**config.mk**
```make
export PLATFORM = sky130hd
export DESIGN_NAME = io_port_bridge
export DESIGN_NICKNAME = d
export VERILOG_FILES = /design/src/rtl/io_port_bridge.sv
export SDC_FILE = /design/constraint.sdc
export NUM_CORES = 1
export LEC_CHECK = 0
export CORE_MARGIN = 5
export CORE_UTILIZATION = 40
export DETAILED_ROUTE_END_ITERATION = 7
export PLACE_DENSITY_LB_ADDON = 0.15
export SETUP_SLACK_MARGIN = 0.5
export SYNTH_ARGS = -nofsm -noshare
export SYNTH_HDL_FRONTEND = slang
export SYNTH_SLANG_ARGS = --single-unit
```
**constraint.sdc**
```tcl
create_clock -name clock -period 3 [get_ports clock]
set_input_delay 0.75 -clock clock [delete_from_list [all_inputs] [get_ports clock]]
set_output_delay 0.75 -clock clock [all_outputs]
set_load 0.03 [all_outputs]
```
**src/rtl/io_port_bridge.sv**
```systemverilog
// ---------------------------------------------------------------------------
// io_port_bridge
//
// Bridges a simple processor core's memory-mapped I/O port to two host
// valid/ready streams through a pair of small FIFOs.
//
//   Input path  (host -> core): host_in_* stream pushes, core_rd pops,
//                               head presented on read_in.
//   Output path (core -> host): core_wr pushes write_out, host_out_* stream
//                               pops.
//
// Ports
//   clock           single clock, rising edge
//   rst             asynchronous, active-high reset
//   read_in         input FIFO head, or EMPTY_WORD when empty
//   core_rd         core consumes read_in this cycle
//   write_out       word written by the core
//   core_wr         write_out valid this cycle
//   host_in_data    host -> core word
//   host_in_valid   host -> core word valid
//   host_in_ready   input FIFO can accept a word
//   host_out_data   output FIFO head
//   host_out_valid  output FIFO non-empty
//   host_out_ready  host accepts host_out_data this cycle
//   in_count        input FIFO occupancy (0..DEPTH)
//   out_count       output FIFO occupancy (0..DEPTH)
//   overflow        sticky: core_wr dropped because output FIFO was full
//   underflow       sticky: core_rd issued while input FIFO was empty
//   err_clr         synchronous clear of both sticky flags
// ---------------------------------------------------------------------------
module io_port_bridge #(
    parameter int unsigned DEPTH      = 4,
    parameter logic [15:0] EMPTY_WORD = 16'h0000
) (
    input  logic                     clock,
    input  logic                     rst,
    output logic [15:0]              read_in,
    input  logic                     core_rd,
    input  logic [15:0]              write_out,
    input  logic                     core_wr,
    input  logic [15:0]              host_in_data,
    input  logic                     host_in_valid,
    output logic                     host_in_ready,
    output logic [15:0]              host_out_data,
    output logic                     host_out_valid,
    input  logic                     host_out_ready,
    output logic [$clog2(DEPTH):0]   in_count,
    output logic [$clog2(DEPTH):0]   out_count,
    output logic                     overflow,
    output logic                     underflow,
    input  logic                     err_clr
);

    localparam int unsigned PW = $clog2(DEPTH);
    localparam int unsigned CW = PW + 1;
    localparam logic [CW-1:0] FULL = CW'(DEPTH);
    localparam logic [CW-1:0] ONE  = CW'(1);

    // Storage is not reset; it is only observed through a non-zero count.
    logic [15:0]   in_mem_q  [DEPTH];
    logic [15:0]   out_mem_q [DEPTH];

    logic [PW-1:0] in_wr_ptr_q,  in_wr_ptr_d;
    logic [PW-1:0] in_rd_ptr_q,  in_rd_ptr_d;
    logic [CW-1:0] in_count_q,   in_count_d;
    logic [PW-1:0] out_wr_ptr_q, out_wr_ptr_d;
    logic [PW-1:0] out_rd_ptr_q, out_rd_ptr_d;
    logic [CW-1:0] out_count_q,  out_count_d;
    logic          overflow_q,   overflow_d;
    logic          underflow_q,  underflow_d;

    logic in_push, in_pop, in_err;
    logic out_push, out_pop, out_err;

    always_comb begin
        // Input FIFO: ready depends only on registered occupancy.
        in_push = host_in_valid && (in_count_q != FULL);
        in_pop  = core_rd && (in_count_q != '0);
        in_err  = core_rd && (in_count_q == '0);

        // Output FIFO: a same-cycle host pop frees the slot a full FIFO needs.
        out_pop  = host_out_ready && (out_count_q != '0);
        out_push = core_wr && ((out_count_q != FULL) || out_pop);
        out_err  = core_wr && (out_count_q == FULL) && !out_pop;

        in_wr_ptr_d  = in_push  ? in_wr_ptr_q  + 1'b1 : in_wr_ptr_q;
        in_rd_ptr_d  = in_pop   ? in_rd_ptr_q  + 1'b1 : in_rd_ptr_q;
        out_wr_ptr_d = out_push ? out_wr_ptr_q + 1'b1 : out_wr_ptr_q;
        out_rd_ptr_d = out_pop  ? out_rd_ptr_q + 1'b1 : out_rd_ptr_q;

        in_count_d = in_count_q;
        case ({in_push, in_pop})
            2'b10:   in_count_d = in_count_q + ONE;
            2'b01:   in_count_d = in_count_q - ONE;
            default: in_count_d = in_count_q;
        endcase

        out_count_d = out_count_q;
        case ({out_push, out_pop})
            2'b10:   out_count_d = out_count_q + ONE;
            2'b01:   out_count_d = out_count_q - ONE;
            default: out_count_d = out_count_q;
        endcase

        // A clear loses to an error event in the same cycle.
        overflow_d  = err_clr ? out_err : (overflow_q  || out_err);
        underflow_d = err_clr ? in_err  : (underflow_q || in_err);
    end

    always_ff @(posedge clock or posedge rst) begin
        if (rst) begin
            in_wr_ptr_q  <= '0;
            in_rd_ptr_q  <= '0;
            in_count_q   <= '0;
            out_wr_ptr_q <= '0;
            out_rd_ptr_q <= '0;
            out_count_q  <= '0;
            overflow_q   <= 1'b0;
            underflow_q  <= 1'b0;
        end else begin
            in_wr_ptr_q  <= in_wr_ptr_d;
            in_rd_ptr_q  <= in_rd_ptr_d;
            in_count_q   <= in_count_d;
            out_wr_ptr_q <= out_wr_ptr_d;
            out_rd_ptr_q <= out_rd_ptr_d;
            out_count_q  <= out_count_d;
            overflow_q   <= overflow_d;
            underflow_q  <= underflow_d;
        end
    end

    always_ff @(posedge clock) begin
        if (in_push) begin
            in_mem_q[in_wr_ptr_q] <= host_in_data;
        end
        if (out_push) begin
            out_mem_q[out_wr_ptr_q] <= write_out;
        end
    end

    assign read_in        = (in_count_q != '0) ? in_mem_q[in_rd_ptr_q] : EMPTY_WORD;
    assign host_in_ready  = (in_count_q != FULL);
    assign host_out_valid = (out_count_q != '0);
    assign host_out_data  = (out_count_q != '0) ? out_mem_q[out_rd_ptr_q] : '0;
    assign in_count       = in_count_q;
    assign out_count      = out_count_q;
    assign overflow       = overflow_q;
    assign underflow      = underflow_q;

endmodule

```
# Word level (Yosys, flattened, before mapping)

Memory sizes are Yosys's and may differ from the RTL's.
Index checks and enable logic that the tools add are counted.

Bits in registers: 16
Bits in latches: 0
RAM bits: 128
Bits in read-only memories: 0
Input bits: 39
Output and inout port bits: 42
Logic and storage cells: 51
Memories kept: 2

Memory list:

| memory    | words | bits a word | read ports | clocked after memory_dff | write ports | line | source |
|---|---|---|---|---|---|---|---|
| in_mem_q  | 4     | 16          | 1          | 0                        | 1           | 60   | `logic [15:0] in_mem_q [DEPTH];` |
| out_mem_q | 4     | 16          | 1          | 0                        | 1           | 61   | `logic [15:0] out_mem_q [DEPTH];` |

Add/sub/neg operators: 8
Multiply operators: 0
Div/mod/pow operators: 0
Order comparisons: 0
Equality and inequality tests: 7
Shift operators: 0
Mux-type cells: 10
Bitwise operators: 0
Reduce and logical (&&, ||, !) cells: 16

Operator list:

| operator                                            | number |
|---|---|
| 2-to-1 mux 16 bit                                   | 2 |
| case mux 3 bit (2 select lines)                     | 2 |
| adder 2 x 1 -> 2 bit, second input constant         | 4 |
| logical AND 1 bit                                   | 7 |
| adder 3 x 1 -> 3 bit, second input constant         | 2 |
| 2-to-1 mux 1 bit                                    | 6 |
| inequality test 3 bit, second input constant        | 2 |
| nonzero test 3 bit                                  | 2 |
| subtractor 3 x 1 -> 3 bit, second input constant    | 2 |
| equality test 2 x 1 -> 1 bit, second input constant | 2 |
| equality test 2 bit, second input constant          | 2 |
| nonzero test 2 bit                                  | 2 |
| equality test 3 bit, second input constant          | 1 |
| zero test 3 bit                                     | 1 |
| logical OR 1 bit                                    | 3 |
| zero test 1 bit                                     | 1 |

# Depth between registers and ports, before layout

Word-level depth: 6
Depth in mapped cells: 9
Mapped depth without buffers: 9

# Worst setup path after synthesis

OpenSTA, ideal clock, no wires.

Path kind: reg2out
From: register out_count_q[0], in the netlist out_count[0]
To: output port host_out_data[10]
Data arrival time: 1.684 ns
Data required time: 2.250 ns
Setup slack: 0.566 ns
Stages on the path, launching flop included: 5
Path buffers: 2
Cell sequence: dfrtp_1 > or3_1 > buf_2 > clkbuf_1 > and2_1

Longest elaborated chain between the ends: 2

RTL lines:

| element                  | line | source |
|---|---|---|
| start, declared          | 68   | `logic [CW-1:0] out_count_q, out_count_d;` |
| start signal, assigned   | 126  | `out_count_q <= out_count_d;` |
| nonzero test 3 bit       | --   |  |
| named net host_out_valid | 45   | `output logic host_out_valid,` |
| 2-to-1 mux 16 bit        | 144  | `assign host_out_data = (out_count_q != '0) ? out_mem_q[out_rd_ptr_q] : '0;` |
| end, declared            | 44   | `output logic [15:0] host_out_data,` |

The timed path passes the listed nets, and every way through them passes these cells.

# Worst setup path after layout

From: register out_rd_ptr_q[0]
To: output port host_out_data[3]

Longest elaborated chain between the ends: 2

RTL lines:

| element                  | line | source |
|---|---|---|
| start, declared          | 67   | `logic [PW-1:0] out_rd_ptr_q, out_rd_ptr_d;` |
| start signal, assigned   | 125  | `out_rd_ptr_q <= out_rd_ptr_d;` |
| memory read (4 x 16 bit) | --   |  |
| 2-to-1 mux 16 bit        | 144  |  |

Every way passes these cells.

==> qor.yml <==
num_rows: 44
path_clk_slew_ns: 0.06
ioPinCount: 81
avgRoutedWirePerCell_um: 19.5
ctsHoldBuffers: 0
period_share_pct: 89.8
max_freq_mhz: 371
drtIter0Drc: 136
start_util_pct: 40.7
num_antenna_cells: 0
grt_usage_pct: 14.4
remaining_drc_errors: 0
required_ns: 2.25
grt_max_degree: 19
start_kind: "register"
arrival_ns: 1.94
drive_above_1_share_pct: 39.9
wl_um: 12100
grt_pass1_vias: 3433
core_region_area_sq_mm: 0.0145
fillerInstances: 1178
cp_cell_sequence: "buf_12 -> buf_12 -> buf_16 -> mux4_2 -> and2_4 -> buf_6"
portBuffers: 80
synth_cells: 300
seqCellArea_sq_mm: 0.00425
finClkSkew_ns: 0.00720
slowest_delay_ns: 0.44
syn-cell-area_sq_mm: 0.00592
clock-sinks: 144
antenna_found_initial: 0
synthTopCellsByArea: "edfxtp_1 (65%), mux4_2 (6.9%), dfrtp_1 (6.8%), mux4_1 (6.2%), and2_1 (2.1%)"
h-tree-depth: 4
vias: 3061
cts_tree: "yes"
cp-end-kind: "output port"
cts_made_buffers: 17
grt_pass1_wl_um: 19000
drv_slew: 0
synth.avg_cell_area_sq_um: 19.7
yosysTopAreaCellShare_pct: 65.0
ys_types: 38
cp_max_fo: 8
worst_slew_pin_slew_ns: 0.652
slew_headroom_pct: 56.5
insertion_delay_ns: 0.41
ir_drop_uv: 728
synth_seq_cells: 144
max-clock-path-buffers: 2
dp_slack_ns: 0.189
tns_ns: 0
hp-class: "reg2reg"
hold_violations: 0
fin_nets: 471
multi_input_area_sq_mm: 0.00163
gp_congestion: 0.686
worst_path_max_delay_cell: "dfrtp_2"
worstSetupPathType: "reg2out"
die_width_um: 132
dr.pass1.iters: 4
die_y_um: 132
viasPerCell: 4.95
grt-ovfl-total: 0
leakagePower_nw: 2.96
setup_viol: 0
rsz0062_at_grt: "yes"
worst_slack_ns: 0.307
powerDensity_mw_per_mm2: 1170
place_hpwl_um: 6950
synth_nets: 350
final_antenna_net_count: 0
dieArea_sq_mm: 0.0173
crit_top_cell: "buf_12"
yosysSeqAreaShare_pct: 71.7
cap_violations: 0
yosysTopAreaCell: "edfxtp_1"
status: "finished, final reports clean"
root_buffer: "clkbuf_16"
synth_warnings: 0
area_delta_synth_final_pct: 35.2
fin_crit_ns: 2.69
==> layer usage <==
metal | vias up | part of all wire [%] | GRT usage [%]
met5 | - | 0 | 0
met4 | 0 | 1.5 | 5.14
met3 | 18 | 5.6 | 4.36
met2 | 83 | 54 | 25.1
met1 | 1553 | 39 | 16.9
li1 | 1407 | - | -
==> where the power goes <==
part           total [mW]  internal, mW  switching [mW]
combinational        4.49          2.33            2.16
clock                1.99          1.15           0.835
sequential           2.90          2.68           0.215
total                9.37          6.16            3.21
==> flip-flops by register name, summed over array words and instances, names as in the netlist <==
signal	flops
underflow	1
out_count	3
in_mem_q	64
in_wr_ptr_q	2
out_mem_q	64
in_count	3
out_rd_ptr_q	2
overflow	1
out_wr_ptr_q	2
in_rd_ptr_q	2
==> metrics by stage <==
step	util (%)	std cells	hold WS [ns]	area, sq um	total power, mW
floorplan	-	300	0.512	5920	5.15
global placement	48.1	564	0.498	6990	6.45
detailed placement	48.1	564	0.496	6990	6.49
CTS	54.3	616	0.516	7900	9.34
global route	55.1	618	0.537	8000	9.84
finish	55.1	618	0.510	8000	9.37
==> synth_stat cells (all sizes together) <==
cell type  instances
inv               13
or2                1
a21boi             1
o31ai              1
clkbuf             2
mux4              32
edfxtp           128
nand3b             1
and3               5
nand2              3
and2              21
nor4b              1
xor2               5
o21ai              2
ha                 9
fa                 2
a22o               2
mux2               2
o41ai              1
a21oi              1
buf               11
nand3              3
or3                2
nor3               1
or3b               2
dfrtp             16
mux2i              1
and2b              3
xnor2              6
nor2b             16
nor2               6
==> repair_timing <==
item,CTS,global route
pin swaps,1,15
setup endpoints to repair,36,34
cloned,4,0
gates resized for setup,254,23
setup buffers,16,2
==> final cells by class <==
class                   count  share of cell area [%]
clock buffers              18                    5.36
inverters                  13                   0.610
multi-input cells         132                    20.4
clock inverters            14                    1.66
repair buffers            113                    16.0
well taps                 184                    2.88
flip-flops and latches    144                    53.1
==> final timing paths <==
check | start | endpoint | slack [ns] | depth (start not counted)
worst max-delay path | out_rd_ptr_q[0] | host_out_data[3] | 0.31 | 6
worst min register to register | overflow | overflow | 0.51 | 1
worst min-delay path | overflow | overflow | 0.51 | 1
max in group asynchronous | rst | in_rd_ptr_q[0] | 1.81 | 2
min in group asynchronous | rst | in_wr_ptr_q[1] | 0.72 | 2
worst max register to register | out_count[2] | out_count[2] | 0.63 | 7
==> kinds of logic after synthesis <==
logic type	share of synthesized area [%]
AOI/OAI and AO/OA	0.952
adders and majority gates	2.58
buffers and inverters	2.45
and+or+nand+nor	6.98
DFF	71.7
xor gates and xnor gates	1.63
muxes	13.7
==> worst max-delay path, delay by kind of cell (launching register included) <==
| family | cells | cell delay (ns) |
|---|---|---|
| simple gates | 1 | 0.15 |
| buf+inv | 4 | 0.53 |
| mux | 1 | 0.42 |
| flops | 1 | 0.44 |
==> cell usage in the layout (no fill, tap or decap), drive strengths merged, types with 3 or more instances in the layout <==
| master | Yosys | final |
|---|---|---|
| and2 | 21 | 21 |
| and2b | 3 | 3 |
| and3 | 5 | 5 |
| buf | 11 | 63 |
| clkbuf | 2 | 20 |
| clkdlybuf4s50 | 0 | 45 |
| clkinv | 0 | 4 |
| clkinvlp | 0 | 4 |
| dfrtp | 16 | 16 |
| edfxtp | 128 | 128 |
| ha | 9 | 9 |
| inv | 13 | 18 |
| mux4 | 32 | 32 |
| nand2 | 3 | 3 |
| nand3 | 3 | 3 |
| nor2 | 6 | 6 |
| nor2b | 16 | 16 |
| or3 | 2 | 4 |
| xnor2 | 6 | 6 |
| xor2 | 5 | 5 |
Power figures use the tool's default switching activity.
